$ cat config.mk
export PLATFORM = sky130hd
export DESIGN_NAME = cpu_tick_gen_flat
export DESIGN_NICKNAME = d
export VERILOG_FILES = /design/src/rtl/cpu_tick_gen_if.sv /design/src/rtl/cpu_tick_gen.sv /design/src/flat_wrapper.sv
export SDC_FILE = /design/constraint.sdc
export NUM_CORES = 1
export LEC_CHECK = 0
export CORE_AREA = 4 4 62 64
export DETAILED_ROUTE_END_ITERATION = 12
export DIE_AREA = 0 0 66 68
export GPL_TIMING_DRIVEN = 1
export PLACE_DENSITY_LB_ADDON = 0.2
export SYNTH_ARGS = -nofsm -noshare
export SYNTH_HDL_FRONTEND = slang
export SYNTH_SLANG_ARGS = --single-unit
$ cat constraint.sdc
create_clock -name clk -period 1.2 [get_ports clk]
set_input_delay 0.18 -clock clk [delete_from_list [all_inputs] [get_ports clk]]
set_output_delay 0.18 -clock clk [all_outputs]
set_load 0.01 [all_outputs]
$ cat src/rtl/cpu_tick_gen_if.sv
// Handshake bundle for cpu_tick_gen: mode/button inputs, tick enable and debug outputs.
interface cpu_tick_gen_if;
  logic        run_mode;
  logic        step_btn;
  logic        tick;
  logic [15:0] tick_count;
  logic [1:0]  step_state;

  modport master (
    output run_mode,
    output step_btn,
    input  tick,
    input  tick_count,
    input  step_state
  );

  modport slave (
    input  run_mode,
    input  step_btn,
    output tick,
    output tick_count,
    output step_state
  );
endinterface

$ cat src/rtl/cpu_tick_gen.sv
// CPU clock-enable generator: free-running divider or one tick per debounced step press.
// Define TICK_STEP_EN to compile in the synchronizer, debounce FSM and run_mode selection.
module cpu_tick_gen #(
  parameter int unsigned DIVISOR         = 1,
  parameter int unsigned DEBOUNCE_CYCLES = 16
) (
  input logic           clk,
  input logic           SYS_reset,
  cpu_tick_gen_if.slave bus
);

  localparam int unsigned     DivW    = (DIVISOR > 1) ? $clog2(DIVISOR) : 1;
  localparam logic [DivW-1:0] DivLast = DivW'(DIVISOR - 1);

  logic [DivW-1:0] r_div_cnt;
  logic [DivW-1:0] w_div_cnt_d;
  logic            r_tick;
  logic            w_tick_d;
  logic [15:0]     r_tick_count;
  logic            w_run;
  logic            w_div_tick;
  logic            w_step_pulse;

`ifdef TICK_STEP_EN
  localparam int unsigned    DbW    = $clog2(DEBOUNCE_CYCLES);
  localparam logic [DbW-1:0] DbLast = DbW'(DEBOUNCE_CYCLES - 1);

  typedef enum logic [1:0] {
    StIdle    = 2'd0,
    StConfirm = 2'd1,
    StHeld    = 2'd2,
    StRelease = 2'd3
  } step_state_e;

  step_state_e    r_state;
  step_state_e    w_state_d;
  logic [DbW-1:0] r_db_cnt;
  logic [DbW-1:0] w_db_cnt_d;
  logic           r_sync1;
  logic           r_btn_s;

  always_ff @(posedge clk) begin
    if (SYS_reset) begin
      r_sync1  <= 1'b0;
      r_btn_s  <= 1'b0;
      r_state  <= StIdle;
      r_db_cnt <= '0;
    end else begin
      r_sync1  <= bus.step_btn;
      r_btn_s  <= r_sync1;
      r_state  <= w_state_d;
      r_db_cnt <= w_db_cnt_d;
    end
  end

  // Step pulse fires only on the CONFIRM->HELD transition, so holding gives one tick.
  always_comb begin
    w_state_d    = r_state;
    w_db_cnt_d   = r_db_cnt;
    w_step_pulse = 1'b0;
    unique case (r_state)
      StIdle: begin
        if (r_btn_s) begin
          w_state_d  = StConfirm;
          w_db_cnt_d = DbW'(1);
        end
      end
      StConfirm: begin
        if (!r_btn_s) begin
          w_state_d = StIdle;
        end else if (r_db_cnt == DbLast) begin
          w_state_d    = StHeld;
          w_step_pulse = 1'b1;
        end else begin
          w_db_cnt_d = r_db_cnt + DbW'(1);
        end
      end
      StHeld: begin
        if (!r_btn_s) begin
          w_state_d  = StRelease;
          w_db_cnt_d = DbW'(1);
        end
      end
      StRelease: begin
        if (r_btn_s) begin
          w_state_d = StHeld;
        end else if (r_db_cnt == DbLast) begin
          w_state_d = StIdle;
        end else begin
          w_db_cnt_d = r_db_cnt + DbW'(1);
        end
      end
      default: w_state_d = StIdle;
    endcase
  end

  assign w_run          = bus.run_mode;
  assign bus.step_state = r_state;
`else
  logic w_unused_step;

  assign w_unused_step  = bus.run_mode ^ bus.step_btn;
  assign w_run          = 1'b1;
  assign w_step_pulse   = 1'b0;
  assign bus.step_state = 2'd0;
`endif

  // Leaving run mode clears the divider so re-entry waits a full period.
  always_comb begin
    w_div_tick  = w_run && (r_div_cnt == DivLast);
    w_div_cnt_d = (!w_run || w_div_tick) ? '0 : r_div_cnt + DivW'(1);
    w_tick_d    = w_run ? w_div_tick : w_step_pulse;
  end

  always_ff @(posedge clk) begin
    if (SYS_reset) begin
      r_div_cnt    <= '0;
      r_tick       <= 1'b0;
      r_tick_count <= '0;
    end else begin
      r_div_cnt <= w_div_cnt_d;
      r_tick    <= w_tick_d;
      if (w_tick_d) begin
        r_tick_count <= r_tick_count + 16'd1;
      end
    end
  end

  assign bus.tick       = r_tick;
  assign bus.tick_count = r_tick_count;

endmodule

$ cat src/flat_wrapper.sv
// flat-port wrapper written by rule: the top's interface ports become plain ports
module cpu_tick_gen_flat 
#(
  parameter int unsigned DIVISOR         = 1,
  parameter int unsigned DEBOUNCE_CYCLES = 16
)
  (clk, SYS_reset, bus_run_mode, bus_step_btn, bus_tick, bus_tick_count, bus_step_state);
  cpu_tick_gen_if bus_i ();
  input logic clk;
  input logic SYS_reset;
  input wire logic [$bits(bus_i.run_mode)-1:0] bus_run_mode;
  input wire logic [$bits(bus_i.step_btn)-1:0] bus_step_btn;
  output wire logic [$bits(bus_i.tick)-1:0] bus_tick;
  output wire logic [$bits(bus_i.tick_count)-1:0] bus_tick_count;
  output wire logic [$bits(bus_i.step_state)-1:0] bus_step_state;
  assign bus_i.run_mode = bus_run_mode;
  assign bus_i.step_btn = bus_step_btn;
  assign bus_tick = bus_i.tick;
  assign bus_tick_count = bus_i.tick_count;
  assign bus_step_state = bus_i.step_state;
  cpu_tick_gen #(.DIVISOR(DIVISOR), .DEBOUNCE_CYCLES(DEBOUNCE_CYCLES)) u_core (.clk(clk), .SYS_reset(SYS_reset), .bus(bus_i));
endmodule
==> Yosys cells after proc, flatten, opt, wreduce, memory -nomap -nowiden <==
Cells that the tools add are included.
{ "totals": {"ff_bits": 18, "in_bits": 4, "out_inout_bits": 19, "wordCells": 7} }
{ "classes": {"addsub": 2, "n_bitwise": 1, "n_reduce_logical": 1} }
{ "op_table": {"columns": ["cell", "count"], "rows": [
  ["adder 16 x 1 -> 16 bit, second input constant", 1],
  ["OR reduction 2 bit", 1],
  ["adder 1 bit, second input constant", 1],
  ["NOT 1 bit", 1]
]} }

==> Longest topological paths before layout <==
{ "logic_depth": {"word_depth": 2, "depth_mapped": 5, "depth_no_buf": 5} }

==> Worst setup path before layout <==
Ideal clock, no wire load.
{ "synth_timing": {"path_kind": "register to register", "startpoint": "register u_core.r_tick_count[0], in the netlist u_core.bus.tick_count[0]", "endpoint": "register u_core.r_tick_count[14], in the netlist u_core.bus.tick_count[14]", "setup_time_ns": 0.124, "arrival_time_ns": 1.255, "required_ns": 1.076, "slack_ns": -0.179, "path_stages_with_launch": 6, "path_cell_list": "dfxtp_1 > ha_1 > nand3b_1 > nor4_2 > xnor2_1 > nor2_1"} }
{ "synth_via": {"elab_chain_len": 1} }
{ "synth_lines": {"columns": ["element", "line_no", "text"], "rows": [
  ["from (decl)", "cpu_tick_gen.sv:19", "logic [15:0] r_tick_count;"],
  ["from (signal assigned)", "cpu_tick_gen.sv:124", "r_tick_count <= r_tick_count + 16'd1;"],
  ["adder 16 x 1 -> 16 bit", "cpu_tick_gen.sv:124", null]
]} }
Every way passes these cells.
A chain may end at the register's enable or synchronous reset.

==> Final worst setup path <==
{ "layout_timing": {"startpoint": "register u_core.r_tick_count[1], in the netlist u_core.bus.tick_count[1]", "endpoint": "register u_core.r_tick_count[12], in the netlist u_core.bus.tick_count[12]"} }
The elaborated chain is that of the path after synthesis.

==> summary.txt <==
STA
  • Period utilization: 102%
  • Sum Neg Setup Slack: -0.0303 ns
  • Max Freq: between 800 and 900 MHz
  • Final hold vios: 0
  • RSZ-0062 raised after global routing: true
  • Number of setup violations in the final report: 2
  • Fin crit period: approximately 1.2 ns
  • Worst clock skew: around 0.0025 ns
  • Final Max Tran Viols: 0
  • Final worst setup slack: -0.0191 ns

Global route
  • GR Overflow Total: 0
  • Gr usage total: under 10%
  • Largest net degree at the start of global routing: 18
  • Vias in the first global route: roughly 660
  • First-pass GRT wire length: 2930 um
  • Initial antenna violation count: 0

Power
  • Maximum VDD drop: about 0.67 mV
  • Leakage: roughly 0.56 nW
  • Total power: approximately 1 mW
  • Power Density: approximately 800 nW/um^2

Final layout
  • Layout area overhead: 57.5%
  • Post-route cell area: 1260 um^2
  • Ant. Diodes: 0
  • Fin util: 38.5%
  • Final nets: 129
  • Number of fill cells: between 300 and 400
  • Non-filler cells in the finished layout: between 150 and 200
  • Layout cells sized above 1: between 40% and 50%

Worst setup path
  • Critical path type: reg -> reg
  • Reg-to-Reg Start: u_core.bus.tick_count[1]$_SDFFE_PP0N_
  • Register-to-Register Path Depth: 6
  • Setup crit end kind: register
  • Worst path arrival time: 1.41 ns
  • CP cell instances: ha_4 > nand3b_1 > buf_6 > nor4_2 > xnor2_1 > nor2_1
  • Slowest stage delay, CP: just under 0.4 ns
  • Cell at the slowest stage of the critical path: dfxtp_4
  • Capturing point of the worst reg2reg path: u_core.bus.tick_count[12]$_SDFFE_PP0N_
  • Startpoint type of the worst setup path: register
  • CP Max Fanout: 6
  • Worst EP required: around 1.4 ns
  • R2r setup slk: -0.02 ns

Synthesis
  • Post-synthesis sequential element count: 18
  • Mapped Avg Cell Area: 9.23 um^2
  • Mapped Area: 803 um^2
  • Async set or reset register ratio after synthesis: 0%
  • Commonest cells in the synthesized netlist: dfxtp_1, nor2_1, xnor2_1, nand3_1, nor3_1
  • Ys flop type: dfxtp_1
  • Ys Warns: 0
  • Most common cell in the netlist: dfxtp_1
  • Largest cells by area after synthesis: dfxtp_1, xnor2_1, nor2_1
  • Syn Inst Count: between 80 and 90
  • Largest area contributor in the netlist: dfxtp_1
  • Synth top area share: between 40% and 50%
  • EDFF count, synth: 0
  • Synth cell types: 24
  • Register area share after synthesis: 44.9%

Floorplan
  • Area of the core: 3280 um^2
  • Row count: 21
  • Top-Level Pins: 23
  • Initial Util: between 20% and 30%
  • DIE HEIGHT: a little under 70 um
  • Die area: ~4500 um^2
  • Width of the die: approximately 66 um

Detailed routing
  • Total number of vias: between 600 and 700
  • DRT antenna net count: 0
  • DR iter-0 viols: 37
  • DRT Pass-1 Iters: 2
  • Routed len/inst: about 10 um
  • Final WL: 1770 um
  • Drc violations: 0
  • Vias per cell: between 4 and 5

Place
  • Post-Place Cell Area: 1180 um^2
  • Post-DP HPWL: around 1300 um
  • IO buf count: 18
  • Global placement routability congestion: 0.744
  • Placed cell count: 162

CTS
  • H-tree depth: 1
  • CTS tree: built
  • Clock sink count: 18
  • Root Driver: clkbuf_4
  • CTS clk-pin slew, worst paths: ~0.1 ns
  • Max clock buf depth: 2
  • Skew-Pair Late Insertion Delay: about 0.29 ns
  • CTS Buf Count: 3

Min path
  • Hold Startpoint: u_core.bus.tick_count[6]$_SDFFE_PP0N_
  • Tightest Hold Check Type: reg -> reg
  • Worst Hold Depth: 2
  • Worst hold path endpoint: u_core.bus.tick_count[6]$_SDFFE_PP0N_

Run
  • Max-Cap Viols: 0

Status
  • Failing checks: setup timing
  • Outcome: finished with violations
[area by class of cell]
type                       count  area, um^2  area share [%]
sequential                    18         390            30.9
inverter                       4        15.0            1.19
multi-input combinational     62         479            37.9
tap                           46        57.6            4.55
clock buffer                   4        26.3            2.08
timing repair buffer          35         297            23.4
[worst max-delay path by stage]
stage / start / to / depth (start not counted) / slack [ns]
after global routing: u_core.r_div_cnt$_SDFF_PP0_ / u_core.bus.tick_count[9]$_SDFFE_PP0N_ / 4 / -0.07
after floorplan: u_core.bus.tick_count[3]$_SDFFE_PP0N_ / u_core.bus.tick_count[14]$_SDFFE_PP0N_ / 5 / -0.01
final: u_core.bus.tick_count[1]$_SDFFE_PP0N_ / u_core.bus.tick_count[12]$_SDFFE_PP0N_ / 6 / -0.02
after detailed placement: u_core.bus.tick_count[0]$_SDFFE_PP0N_ / u_core.bus.tick_count[6]$_SDFFE_PP0N_ / 4 / -0.07
after CTS: u_core.bus.tick_count[0]$_SDFFE_PP0N_ / u_core.bus.tick_count[6]$_SDFFE_PP0N_ / 4 / -0.1
after global placement: u_core.bus.tick_count[0]$_SDFFE_PP0N_ / u_core.bus.tick_count[12]$_SDFFE_PP0N_ / 5 / -0.06
[cell families (layout without fill, tap and decap cells)]
group                      after synthesis  count (layout)  synth area share, %
DFF                                     18              18                 44.9
other                                    1               3                0.467
muxes                                    1               1                 1.25
xor gates and xnor gates                12              12                 13.1
AOI/OAI and AO/OA                        6               6                 4.05
and+or+nand+nor                         39              39                 29.4
adders and majority gates                1               1                 1.56
buffers and inverters                    9              43                 5.29
[per-layer routing]
| metal | vias to the layer above | share of wire [%] | track usage, % |
|---|---|---|---|
| li1 | 357 | - | - |
| met1 | 318 | 46 | 10.4 |
| met2 | 14 | 47 | 13.9 |
| met3 | 2 | 6.4 | 3.61 |
| met4 | 0 | 0.79 | 1.52 |
| met5 | - | 0 | 0 |
[cell usage in the layout, fill, tap and decap left out, drive strengths merged]
master,count
buf,20
dfxtp,18
nor2,15
dlygate4sd2,13
xnor2,9
nor3,5
nand3,5
inv,4
clkbuf,4
nor4,4
nand2,3
a21oi,3
xor2,3
conb,3
o21ai,2
or3,2
nand4,2
nand4b,1
nand3b,1
nor2b,1
mux2i,1
a21o,1
ha,1
clkdlybuf4s50,1
clkdlybuf4s15,1
[state kept, by name, summed over array words and instances (netlist names)]
name and cells:
u_core.r_div_cnt 1, u_core.bus.tick_count 16, u_core.bus.tick 1
[through the flow]
step | hold slack (ns) | setup WS [ns]
after floorplan | 0.458 | -0.0145
after global placement | 0.505 | -0.0587
after detailed placement | 0.522 | -0.0724
after CTS | 0.540 | -0.0964
after global routing | 0.558 | -0.0740
final | 0.540 | -0.0191
[worst max-delay path: cells and delay by family (launching register included)]
family                     cells  cell delay, ns
adders and majority gates      1            0.13
DFF                            1            0.39
buffers and inverters          1            0.14
and+or+nand+nor                3            0.30
xor gates and xnor gates       1            0.15
[timing repair]
item | in CTS | in global routing
endpoints found under the setup margin | 26 | 14
buffers inserted | 2 | 1
gates resized for setup | 35 | 11
pin swaps | 4 | 3
hold buffers | 0 | 0
[where the power goes]
part	internal, mW	switching (mW)	leakage, nW	total, mW
clock network	0.129	0.185	0.0150	0.315
registers	0.602	0.0147	0.154	0.617
logic	0.0443	0.0358	0.394	0.0801
(Power assumes the default switching activity.)
